==> src/rtl/biquad8_zero_coeff_loader.sv <==
// Coefficient-write initiator for a bank of biquad zero-section FIR stages:
// replays each accepted (b, a) pair as two serial writes and issues a shared update strobe on commit.
module biquad8_zero_coeff_loader #(
    parameter int NTARGET     = 4,
    parameter int SELBITS     = 2,
    parameter int GAP_CYCLES  = 0,
    parameter int AUTO_COMMIT = 0
) (
    input  logic                clk,
    input  logic                rst,
    input  logic [17:0]         b_i,
    input  logic [17:0]         a_i,
    input  logic [SELBITS-1:0]  sel_i,
    input  logic                valid_i,
    output logic                ready_o,
    input  logic                commit_i,
    output logic [17:0]         coeff_dat_o,
    output logic [NTARGET-1:0]  coeff_wr_o,
    output logic [NTARGET-1:0]  coeff_update_o,
    output logic [NTARGET-1:0]  dirty_o,
    output logic                busy_o,
    output logic                err_o
);

    localparam logic [2:0] ST_IDLE  = 3'd0;
    localparam logic [2:0] ST_WR_B  = 3'd1;
    localparam logic [2:0] ST_GAP_B = 3'd2;
    localparam logic [2:0] ST_WR_A  = 3'd3;
    localparam logic [2:0] ST_GAP_A = 3'd4;
    localparam logic [2:0] ST_UPD   = 3'd5;

    localparam bit         HAS_GAP  = (GAP_CYCLES != 0);
    localparam bit         AUTO     = (AUTO_COMMIT != 0);
    localparam logic [3:0] GAP_LAST = 4'(GAP_CYCLES - 1);

    // An out-of-range index decodes to all zeros, which suppresses strobes and dirty updates.
    function automatic logic [NTARGET-1:0] sel_decode(input logic [SELBITS-1:0] s);
        logic [NTARGET-1:0] r;
        for (int i = 0; i < NTARGET; i++) begin
            r[i] = (int'(s) == i);
        end
        return r;
    endfunction

    logic [2:0]         state_r, state_s, post_s;
    logic [3:0]         gap_cnt_r, gap_cnt_s;
    logic [17:0]        b_r, b_s, a_r, a_s;
    logic [SELBITS-1:0] sel_r, sel_s;
    logic [NTARGET-1:0] dirty_r, dirty_s;
    logic               pend_r, pend_s, accept_s;
    logic [17:0]        dat_r, dat_s;
    logic [NTARGET-1:0] wr_r, wr_s, upd_r, upd_s;
    logic               ready_r, ready_s, busy_r, busy_s, err_r, err_s;

    // Sequencer next-state, pair latch, dirty and commit-pending bookkeeping.
    always_comb begin
        accept_s  = valid_i & ready_r;
        state_s   = state_r;
        gap_cnt_s = gap_cnt_r;
        b_s       = b_r;
        a_s       = a_r;
        sel_s     = sel_r;
        dirty_s   = dirty_r;
        pend_s    = pend_r | commit_i;
        post_s    = (AUTO || pend_r) ? ST_UPD : ST_IDLE;
        case (state_r)
            ST_IDLE: begin
                if (accept_s) begin
                    state_s = ST_WR_B;
                    b_s     = b_i;
                    a_s     = a_i;
                    sel_s   = sel_i;
                end else if (pend_r) begin
                    state_s = ST_UPD;
                end else begin
                    state_s = ST_IDLE;
                end
            end
            ST_WR_B: begin
                if (HAS_GAP) begin
                    state_s   = ST_GAP_B;
                    gap_cnt_s = GAP_LAST;
                end else begin
                    state_s = ST_WR_A;
                    dirty_s = dirty_r | sel_decode(sel_r);
                end
            end
            ST_GAP_B: begin
                if (gap_cnt_r == 4'd0) begin
                    state_s = ST_WR_A;
                    dirty_s = dirty_r | sel_decode(sel_r);
                end else begin
                    gap_cnt_s = gap_cnt_r - 4'd1;
                end
            end
            ST_WR_A: begin
                if (HAS_GAP) begin
                    state_s   = ST_GAP_A;
                    gap_cnt_s = GAP_LAST;
                end else begin
                    state_s = post_s;
                end
            end
            ST_GAP_A: begin
                if (gap_cnt_r == 4'd0) begin
                    state_s = post_s;
                end else begin
                    gap_cnt_s = gap_cnt_r - 4'd1;
                end
            end
            ST_UPD: begin
                // A commit arriving during the update cycle starts a fresh request.
                state_s = ST_IDLE;
                dirty_s = '0;
                pend_s  = commit_i;
            end
            default: begin
                state_s = ST_IDLE;
            end
        endcase
    end

    // Output values for the upcoming cycle, derived from the next state so every port is a flop.
    always_comb begin
        wr_s  = '0;
        dat_s = 18'd0;
        upd_s = '0;
        err_s = 1'b0;
        case (state_s)
            ST_WR_B: begin
                wr_s  = sel_decode(sel_s);
                dat_s = (|sel_decode(sel_s)) ? b_s : 18'd0;
                err_s = ~(|sel_decode(sel_s));
            end
            ST_WR_A: begin
                wr_s  = sel_decode(sel_s);
                dat_s = (|sel_decode(sel_s)) ? a_s : 18'd0;
            end
            ST_UPD: begin
                upd_s = dirty_s;
            end
            default: begin
                wr_s = '0;
            end
        endcase
        ready_s = (state_s == ST_IDLE) && !pend_s;
        busy_s  = (state_s != ST_IDLE) || pend_s;
    end

    // State and output registers with synchronous reset.
    always_ff @(posedge clk) begin
        if (rst) begin
            state_r   <= ST_IDLE;
            gap_cnt_r <= 4'd0;
            b_r       <= 18'd0;
            a_r       <= 18'd0;
            sel_r     <= '0;
            dirty_r   <= '0;
            pend_r    <= 1'b0;
            dat_r     <= 18'd0;
            wr_r      <= '0;
            upd_r     <= '0;
            ready_r   <= 1'b0;
            busy_r    <= 1'b0;
            err_r     <= 1'b0;
        end else begin
            state_r   <= state_s;
            gap_cnt_r <= gap_cnt_s;
            b_r       <= b_s;
            a_r       <= a_s;
            sel_r     <= sel_s;
            dirty_r   <= dirty_s;
            pend_r    <= pend_s;
            dat_r     <= dat_s;
            wr_r      <= wr_s;
            upd_r     <= upd_s;
            ready_r   <= ready_s;
            busy_r    <= busy_s;
            err_r     <= err_s;
        end
    end

    assign ready_o        = ready_r;
    assign coeff_dat_o    = dat_r;
    assign coeff_wr_o     = wr_r;
    assign coeff_update_o = upd_r;
    assign dirty_o        = dirty_r;
    assign busy_o         = busy_r;
    assign err_o          = err_r;

endmodule
==> config.mk <==
export PLATFORM = sky130hd
export DESIGN_NAME = biquad8_zero_coeff_loader
export DESIGN_NICKNAME = d
export VERILOG_FILES = /design/src/rtl/biquad8_zero_coeff_loader.sv
export SDC_FILE = /design/constraint.sdc
export NUM_CORES = 1
export LEC_CHECK = 0
export CAP_MARGIN = 20
export CORE_ASPECT_RATIO = 1.2
export CORE_UTILIZATION = 24
export CTS_CLUSTER_SIZE = 8
export DETAILED_ROUTE_END_ITERATION = 12
export DONT_BUFFER_PORTS = 1
export PLACE_DENSITY = 0.34
export SETUP_SLACK_MARGIN = 0.2
export SYNTH_ARGS = -nofsm -noshare
export SYNTH_HDL_FRONTEND = slang
export SYNTH_SLANG_ARGS = --single-unit
==> constraint.sdc <==
create_clock -name clk -period 3.36 [get_ports clk]
set_clock_uncertainty 0.15 [all_clocks]
set_input_delay 0.672 -clock clk [delete_from_list [all_inputs] [get_ports clk]]
set_output_delay 0.672 -clock clk [all_outputs]
set_load 0.02 [all_outputs]
# == Yosys cells after proc, flatten, opt, wreduce, memory -nomap -nowiden ==
# Index checks and enable logic that the tools add are counted.
# W data, S select, Z words.
# op_classes
eq_ne,14
reduce_logical,16
bitwise,8
n_addsub,1
muxes,17
# ops
op,count
$mux W18,6
$pmux W18 S2,1
$pmux W3 S5,1
$mux W3,4
$pmux W4 S3,1
$reduce_or A2 Y1,5
$eq A3 B2 Y1 const B,3
$eq A3 B3 Y1 const B,3
$eq A2 B2 Y1 const B,4
$eq A3 B1 Y1 const B,2
$logic_not A3 Y1,2
$not A1 Y1,5
$eq A2 B1 Y1 const B,2
$logic_not A2 Y1,2
$logic_not A4 Y1,1
$mux W2,2
$mux W4,1
$or A4 B4 Y4,1
$reduce_or A4 Y1,1
$sub A4 B1 Y4 const B,1
$reduce_bool A3 Y1,1
$reduce_and A2 Y1,1
$and A1 B1 Y1,1
$logic_and A1 B1 Y1,1
4 further kinds,4
# totals
elab_cells,69
ff_bits,79
in_bits,42
output_inout_bits,33

# == Depth between registers and ports, before layout ==
# Gate-level depths: netlist (run 1).
# logic_depth
word_depth,7
ltp_mapped,7
depth_no_buf,6

# == Least setup slack after synthesis (run 1) ==
# No wires, ideal clock.
# synth_timing
path_type,input to register
from,input valid_i
to,register dat_r[10] (netlist: coeff_dat_o[10])
path_stages,5
arrival_ps,1588
setup_time_ps,138
t_required_ps,3072
setup_slack_ps,1483
cell_sequence,nand3b_4 nor3_4 buf_6 mux2i_1 o31ai_2
# synth_between
elab_chain_cells,7
elab_cells_between_ends,19
# synth_rtl
item,line,text
"start, declared",14,"input logic valid_i,"
$and A1 B1 Y1 (*),57,accept_s = valid_i & ready_r;
$mux W2,68,if (accept_s) begin
$mux W2,66,case (state_r)
"$eq A2 B2 Y1, or another cell as far along",40,r[i] = (int'(s) == i);
$reduce_or A4 Y1,"132, 137",
"$mux W18, on equally long branches","137, 132",
$pmux W18 S2 (*),129,case (state_s)
"end signal, assigned",174,dat_r <= dat_s;
"end, declared",51,"logic [17:0] dat_r, dat_s;"
# Mark *: on every way between the ends. The rest lies on a longest branch, timed or not.
# A chain may end at the register's enable or synchronous reset.

# == Worst setup path in the final report (run 1) ==
# layout_timing
from,register state_r[1]
to,register wr_r[2] (netlist: coeff_wr_o[2])
# layout_between
elab_chain_cells,6
elab_cells_between_ends,15
# layout_rtl
item,line,text
"start, declared",45,"logic [2:0] state_r, state_s, post_s;"
"start signal, assigned",167,state_r <= state_s;
"$eq A3 B3 Y1, or another cell as far along",66,
$pmux W3 S5,66,
$eq A3 B1 Y1 / $eq A3 B2 Y1 (equally long branches),129,
$reduce_or A2 Y1 (no line),--,
$not A1 Y1 (no line),--,
$reduce_or A2 Y1 (no line),--,
"end signal, assigned",175,wr_r <= wr_s;
"end, declared",52,"logic [NTARGET-1:0] wr_r, wr_s, upd_r, upd_s;"
# Several ways; a longest one is shown, not always the timed one.

==> results of run 1 <==
## power by group through the flow
stage | Combinational (W) | Sequential [W] | Clock [W]
6_report | 0.000195 | 0.000839 | 0.000884
5_1_grt | 0.000220 | 0.000848 | 0.000951
4_1_cts | 0.000200 | 0.000840 | 0.000913
3_5_place_dp | 0.000200 | 0.000855 | 0
3_3_place_gp | 0.000200 | 0.000854 | 0
2_1_floorplan | 0.000221 | 0.000807 | 0
## how the worst max path moves through the flow
stage / depth (start not counted) / endpoint / slack [ns] / startpoint
after detailed placement: 4 / coeff_wr_o[2] / 0.97 / state_r[0]
after global placement: 4 / coeff_wr_o[2] / 1.02 / state_r[1]
after floorplan: 5 / coeff_dat_o[10] / 1.48 / valid_i
after CTS: 4 / coeff_wr_o[2] / 0.97 / state_r[0]
final: 4 / coeff_wr_o[2] / 1.03 / state_r[1]
after global routing: 4 / coeff_wr_o[2] / 0.83 / state_r[1]
## synthesized netlist by cell type (2+ instances only)
cell      instances  area [sq um]
dfxtp_1          61          1220
nand2_1          22          82.6
nor2_1           22          82.6
a21oi_1          14          70.1
mux2i_1          13           130
buf_2             9          45.0
o31ai_1           9          67.6
o31ai_2           9           113
nand3_1           7          35.0
a22o_1            6          52.6
clkbuf_1          6          22.5
xnor2_1           5          43.8
a211oi_1          4          30.0
buf_4             4          30.0
inv_1             4          15.0
nor3_1            4          20.0
nor3b_1           4          30.0
nor2b_1           3          18.8
and3_1            2          12.5
buf_6             2          22.5
nand4_1           2          12.5
nor4_1            2          12.5
o211ai_1          2          15.0
o21a_1            2          15.0
o21ai_0           2          10.0
## flip-flops by register name (all words and copies together), names as in the netlist
register	flops
a_r	18
busy_o	1
coeff_dat_o	18
coeff_update_o	4
coeff_wr_o	4
dirty_o	4
err_o	1
gap_cnt_r	4
pend_r	1
ready_o	1
sel_r	2
state_r	3
## cell families (layout without fill, tap and decap cells)
kind of cell / count (synthesis) / count (layout) / synth area share
adders and majority gates: 1 / 1 / 0.00524
AOI/OAI and AO/OA: 54 / 54 / 0.177
buffers and inverters: 26 / 20 / 0.0582
DFF: 61 / 61 / 0.512
other: 1 / 1 / 0.00157
xor gates and xnor gates: 5 / 5 / 0.0184
and+or+nand+nor: 79 / 79 / 0.174
muxes: 13 / 13 / 0.0545
## routing by layer
layer,GRT usage,up-vias
li1,-,820
met1,0.135,788
met2,0.182,64
met3,0.0549,9
met4,0.0708,0
met5,0,-
## worst register-to-register path: stages (launching register included)
cell     delay [ns]
dfxtp_1        0.81
nor3b_1        0.21
a21oi_2        0.71
o22a_1         0.28
nor3_1         0.05
## stage by stage
step,utilization,std cells,instance area (sq um),setup slack [ns]
floorplan,-,240,2390,1.48
global placement,0.253,342,2430,1.02
detailed placement,0.253,342,2430,0.975
CTS,0.282,357,2710,0.966
global route,0.282,357,2710,0.827
finish,0.282,357,2710,1.03
## final cells by class
type	instances	area share
inverters	4	0.00554
multi-input cells	153	0.380
clock inverters	5	0.0194
clock buffers	10	0.0845
well taps	123	0.0568
repair buffers	1	0.00277
flip-flops and latches	61	0.451
==> out/metrics.cfg, run 1 <==
[floorplanning]
core_sq_um = 9610
die_x_microns = 93.0
io_pins = 75
start_util = 0.248
dieArea_sq_um = 10300
fp-row-count = 39
die_height_microns = 111

[hold_path]
hold_path_class = in -> reg
hold_path_end = gap_cnt_r[0]
holdPathStages = 1
hold_start = rst

[power_and_ir_drop]
clock_power_share = 0.461
p_int_w = 0.00139
pwr-share-comb = 0.102
peakVddDrop_mv = 0.230
power.density_nw_per_um2 = 708
power_leakage_nw = 0.945
p_sw_w = 0.000531
swShare = 0.277
p_seq_frac = 0.437
finalPower_w = 0.00192

[global_route]
grt_pass1_wl_microns = 9190
overflow = 0
grt_pass1_vias = 1726
grt_max_degree = 48
grt_usage = 0.119
antenna_found_initial = 0

[clocking]
cts_resized = 0
cts_setup_buffers = 0
cts_max_level = 3
cts.path.max_buffers = 2
clock_latency_ns = 0.32
cts_tree = done
cts_root_buf = clkbuf_16
clk_pin_slew_ns = 0.05
clock_sinks = 61
cts_made_buffers = 9
hold_buffers = 0

[finish]
n_antenna_cell = 0
multiInputGateArea_sq_um = 1030
final_common_cell = dfxtp_1
fillers = 1001
regArea_sq_um = 1220
area_growth_pct = 13.5
final_cell_mix = dfxtp_1, nand2_1, nor2_1
final_nets = 273
layout-drive-gt1-share = 0.124

[synthesis]
synthFlopType = dfxtp_1
ys_seq_elements = 61
synth_fp_nets = 283
syn_inst = 240
avgSynthCellArea_sq_um = 9.94
synth_area_sq_um = 2390
netlist-cell-type-count = 45
synthArstFlopShare = 0
synth_edf_count = 0
ys_warn_count = 0
synth-seq-area-share = 0.512

[timing]
finalSetupViolations = 0
tightestPinTransition_ns = 0.907
slew_violations = 0
fin_tns_setup_ns = 0
hold_viol_final = 0
whs_ns = 0.270
grt_setup_unrepaired = no
maxSlewHeadroom = 0.395
fin_crit_ns = 2.33
min_period_over_period = 0.693
fmax_ghz = 0.429

[critical_path]
reg2reg_from = state_r[1]
r2r_slack_ns = 1.03
slowest_stage = dfxtp_1
path_cells = nor3b_1, a21oi_2, o22a_1, nor3_1
critPathLaunchType = flop
cp_data_arrival_time_ns = 2.38
critPathBufInv = 0
timing.rr.end = coeff_wr_o[2]
path_class = reg -> reg
max_stage_delay_ns = 0.81
worstSetupEndpointType = flop
cp_max_fo = 19
crit_family = compound AO/OA/AOI/OAI gates
r2r_cells = 4
required_ns = 3.41

[routing]
drcViolationCount = 0
wl_microns = 5680
ant_nets = 0
met1_length_microns = 2450
wl_per_cell_microns = 15.9
vias = 1681
wl_met2_microns = 2620
met3_length_microns = 504
drt_first_pass_iters = 4
routed.top_layer = met4
drt-initial-drc-count = 44
viasPerCell = 4.71

[placement]
io_buffers = 0
routabilityCongestion = 0.712
dpl.hpwl_microns = 3790

[run_status]
status = finished clean

[job]
cap_violations = 0

No activity file was read; power rests on OpenSTA's default activity.
==> run 2: changes to the inputs <==
Clock period 3.36 ns to 2.32 ns, I/O delays scaled along.
==> run 2 against run 1 <==
Against the previous run:
- final cell count grew 2.2%
- combinational power is 95% higher
- total power grew 45%
- design area increased by 1.8%
- sequential share of layout area fell by 0.82 points
- count of clock-buffer cells in the layout up 1
==> out/metrics.cfg, run 2 (same netlist as run 1, synthesis figures left out) <==
[placement]
dpl.hpwl_microns = 3910  ; +3.3%
io_buffers = 0  ; unchanged
routabilityCongestion = 0.690  ; -3.1%
placed_area_sq_um = 2480  ; +2.2%

[finish]
area_growth_pct = 15.6
final_nets = 280  ; +2.6%
layout-drive-gt1-share = 0.153  ; +0.0290
final_cell_mix = dfxtp_1, nand2_1, nor2_1
final_common_cell = dfxtp_1
n_antenna_cell = 0  ; unchanged
final_area_sq_um = 2760  ; +1.8%
postLayoutCoreUtil = 0.287  ; +0.00521

[global_route]
grt_pass1_wl_microns = 9110  ; -0.89%
overflow = 0  ; unchanged
grt_usage = 0.120  ; +0.000711
grt_max_degree = 48  ; unchanged
antenna_found_initial = 0  ; unchanged
grt_pass1_vias = 1733  ; +0.41%

[timing]
hold_viol_final = 0  ; unchanged
min_period_over_period = 0.803  ; +0.110
grt_setup_unrepaired = no
fmax_ghz = 0.537  ; +25%
finalSetupViolations = 0  ; unchanged
fin_crit_ns = 1.86  ; -0.466 ns
slew_violations = 0  ; unchanged
fin_tns_setup_ns = 0  ; unchanged

[power_and_ir_drop]
power.density_nw_per_um2 = 1010  ; +42%
finalPower_w = 0.00277  ; +45%
power_leakage_nw = 0.970  ; +2.7%
clock_power_share = 0.442  ; -0.019
p_seq_frac = 0.421  ; -0.016
p_sw_w = 0.000795  ; +50%
peakVddDrop_mv = 0.334  ; +45%
pwr-share-comb = 0.137  ; +0.035
p_int_w = 0.00198  ; +43%
swShare = 0.287  ; +0.00985

[routing]
drt-initial-drc-count = 33  ; -25%
wl_per_cell_microns = 15.8  ; -0.85%
drcViolationCount = 0  ; unchanged
ant_nets = 0  ; unchanged
vias = 1644  ; -2.2%
drt_first_pass_iters = 4  ; unchanged
viasPerCell = 4.50  ; -4.3%
wl_microns = 5750  ; +1.4%

[critical_path]
path_class = reg -> reg
critPathLaunchType = flop
crit_family = simple AND/OR/NAND/NOR gates
required_ns = 2.38  ; -1.03 ns
max_stage_delay_ns = 0.43  ; -0.38 ns
critPathBufInv = 1  ; +1
reg2reg_from = state_r[2]
worstSetupEndpointType = flop
slowest_stage = dfxtp_1
cp_max_fo = 14  ; -5
path_cells = nand3b_4, nor3_4, buf_4, mux2i_1, o31ai_2
cp_data_arrival_time_ns = 1.92  ; -0.46 ns
startpoint = state_r[2]

[clocking]
cts_setup_buffers = 0  ; unchanged
cts_made_buffers = 9  ; unchanged
cts_tree = done
cts_max_level = 3  ; unchanged
cts_root_buf = clkbuf_16
clock_latency_ns = 0.32  ; about the same
hold_buffers = 0  ; unchanged
cts.path.max_buffers = 2  ; unchanged
cts_resized = 0  ; unchanged
clk_pin_slew_ns = 0.05  ; about the same
clock_sinks = 61  ; unchanged

[hold_path]
hold_path_class = in -> reg
hold_start = rst

[floorplanning]
io_pins = 75  ; unchanged
dieArea_sq_um = 10300  ; unchanged
core_sq_um = 9610  ; unchanged
die_height_microns = 111  ; unchanged
start_util = 0.248  ; unchanged
die_x_microns = 93.0  ; unchanged
fp-row-count = 39  ; unchanged

[job]
cap_violations = 0  ; unchanged

[run_status]
status = finished clean

==> run 2: cell count changes in the layout (fill, tap and decap cells not counted), sizes merged <==
cell      delta
buf          +7
clkinvlp     +2
bufinv       -1
clkbuf       +1
clkinv       -1
==> run 2: power by group through the flow <==
stage,sequential (W),clock [W],combinational [W]
global route,0.00117,0.00132,0.000420
floorplan,0.00117,0,0.000320
CTS,0.00117,0.00127,0.000388
finish,0.00117,0.00123,0.000381
detailed placement,0.00119,0,0.000387
global placement,0.00119,0,0.000391
==> run 2: path summary, 6_finish.rpt <==
path | endpoint | slack (ns) | cells past startpoint
max | coeff_dat_o[6] | 0.46 | 5
min reg2reg | a_r[16] | 0.33 | 2
min | gap_cnt_r[0] | 0.07 | 1
max reg2reg | coeff_dat_o[6] | 0.46 | 5
==> run 2: area by class of cell <==
class,count,area (sq um)
clock buffers,11,243
clock inverters,5,36.3
fillers,1003,6850
inverters,4,15.0
multi-input cells,153,1030
flip-flops and latches,61,1220
well taps,123,154
repair buffers,8,60.1
==> run 2: worst reg2reg max path: cells and delay by family (launching register included) <==
family                 cells  cell delay [ns]
AND/OR/NAND/NOR            2             0.47
AO/OA/AOI/OAI              1             0.08
multiplexers               1             0.32
buffers and inverters      1             0.30
flip-flops                 1             0.43
==> run 2: metrics by stage <==
stage | setup slack (ns) | cells | hold WS, ns
after floorplan | 0.575 | 240 | 0.303
after global placement | 0.449 | 349 | 0.316
after detailed placement | 0.426 | 349 | 0.310
after CTS | 0.413 | 365 | 0.0495
after global routing | 0.290 | 365 | 0.0597
final | 0.457 | 365 | 0.0688
==> run 2: routing by layer <==
metal,part of all wire,track usage
met5,0,0
met4,0.022,0.0738
met3,0.096,0.0610
met2,0.45,0.175
met1,0.43,0.138
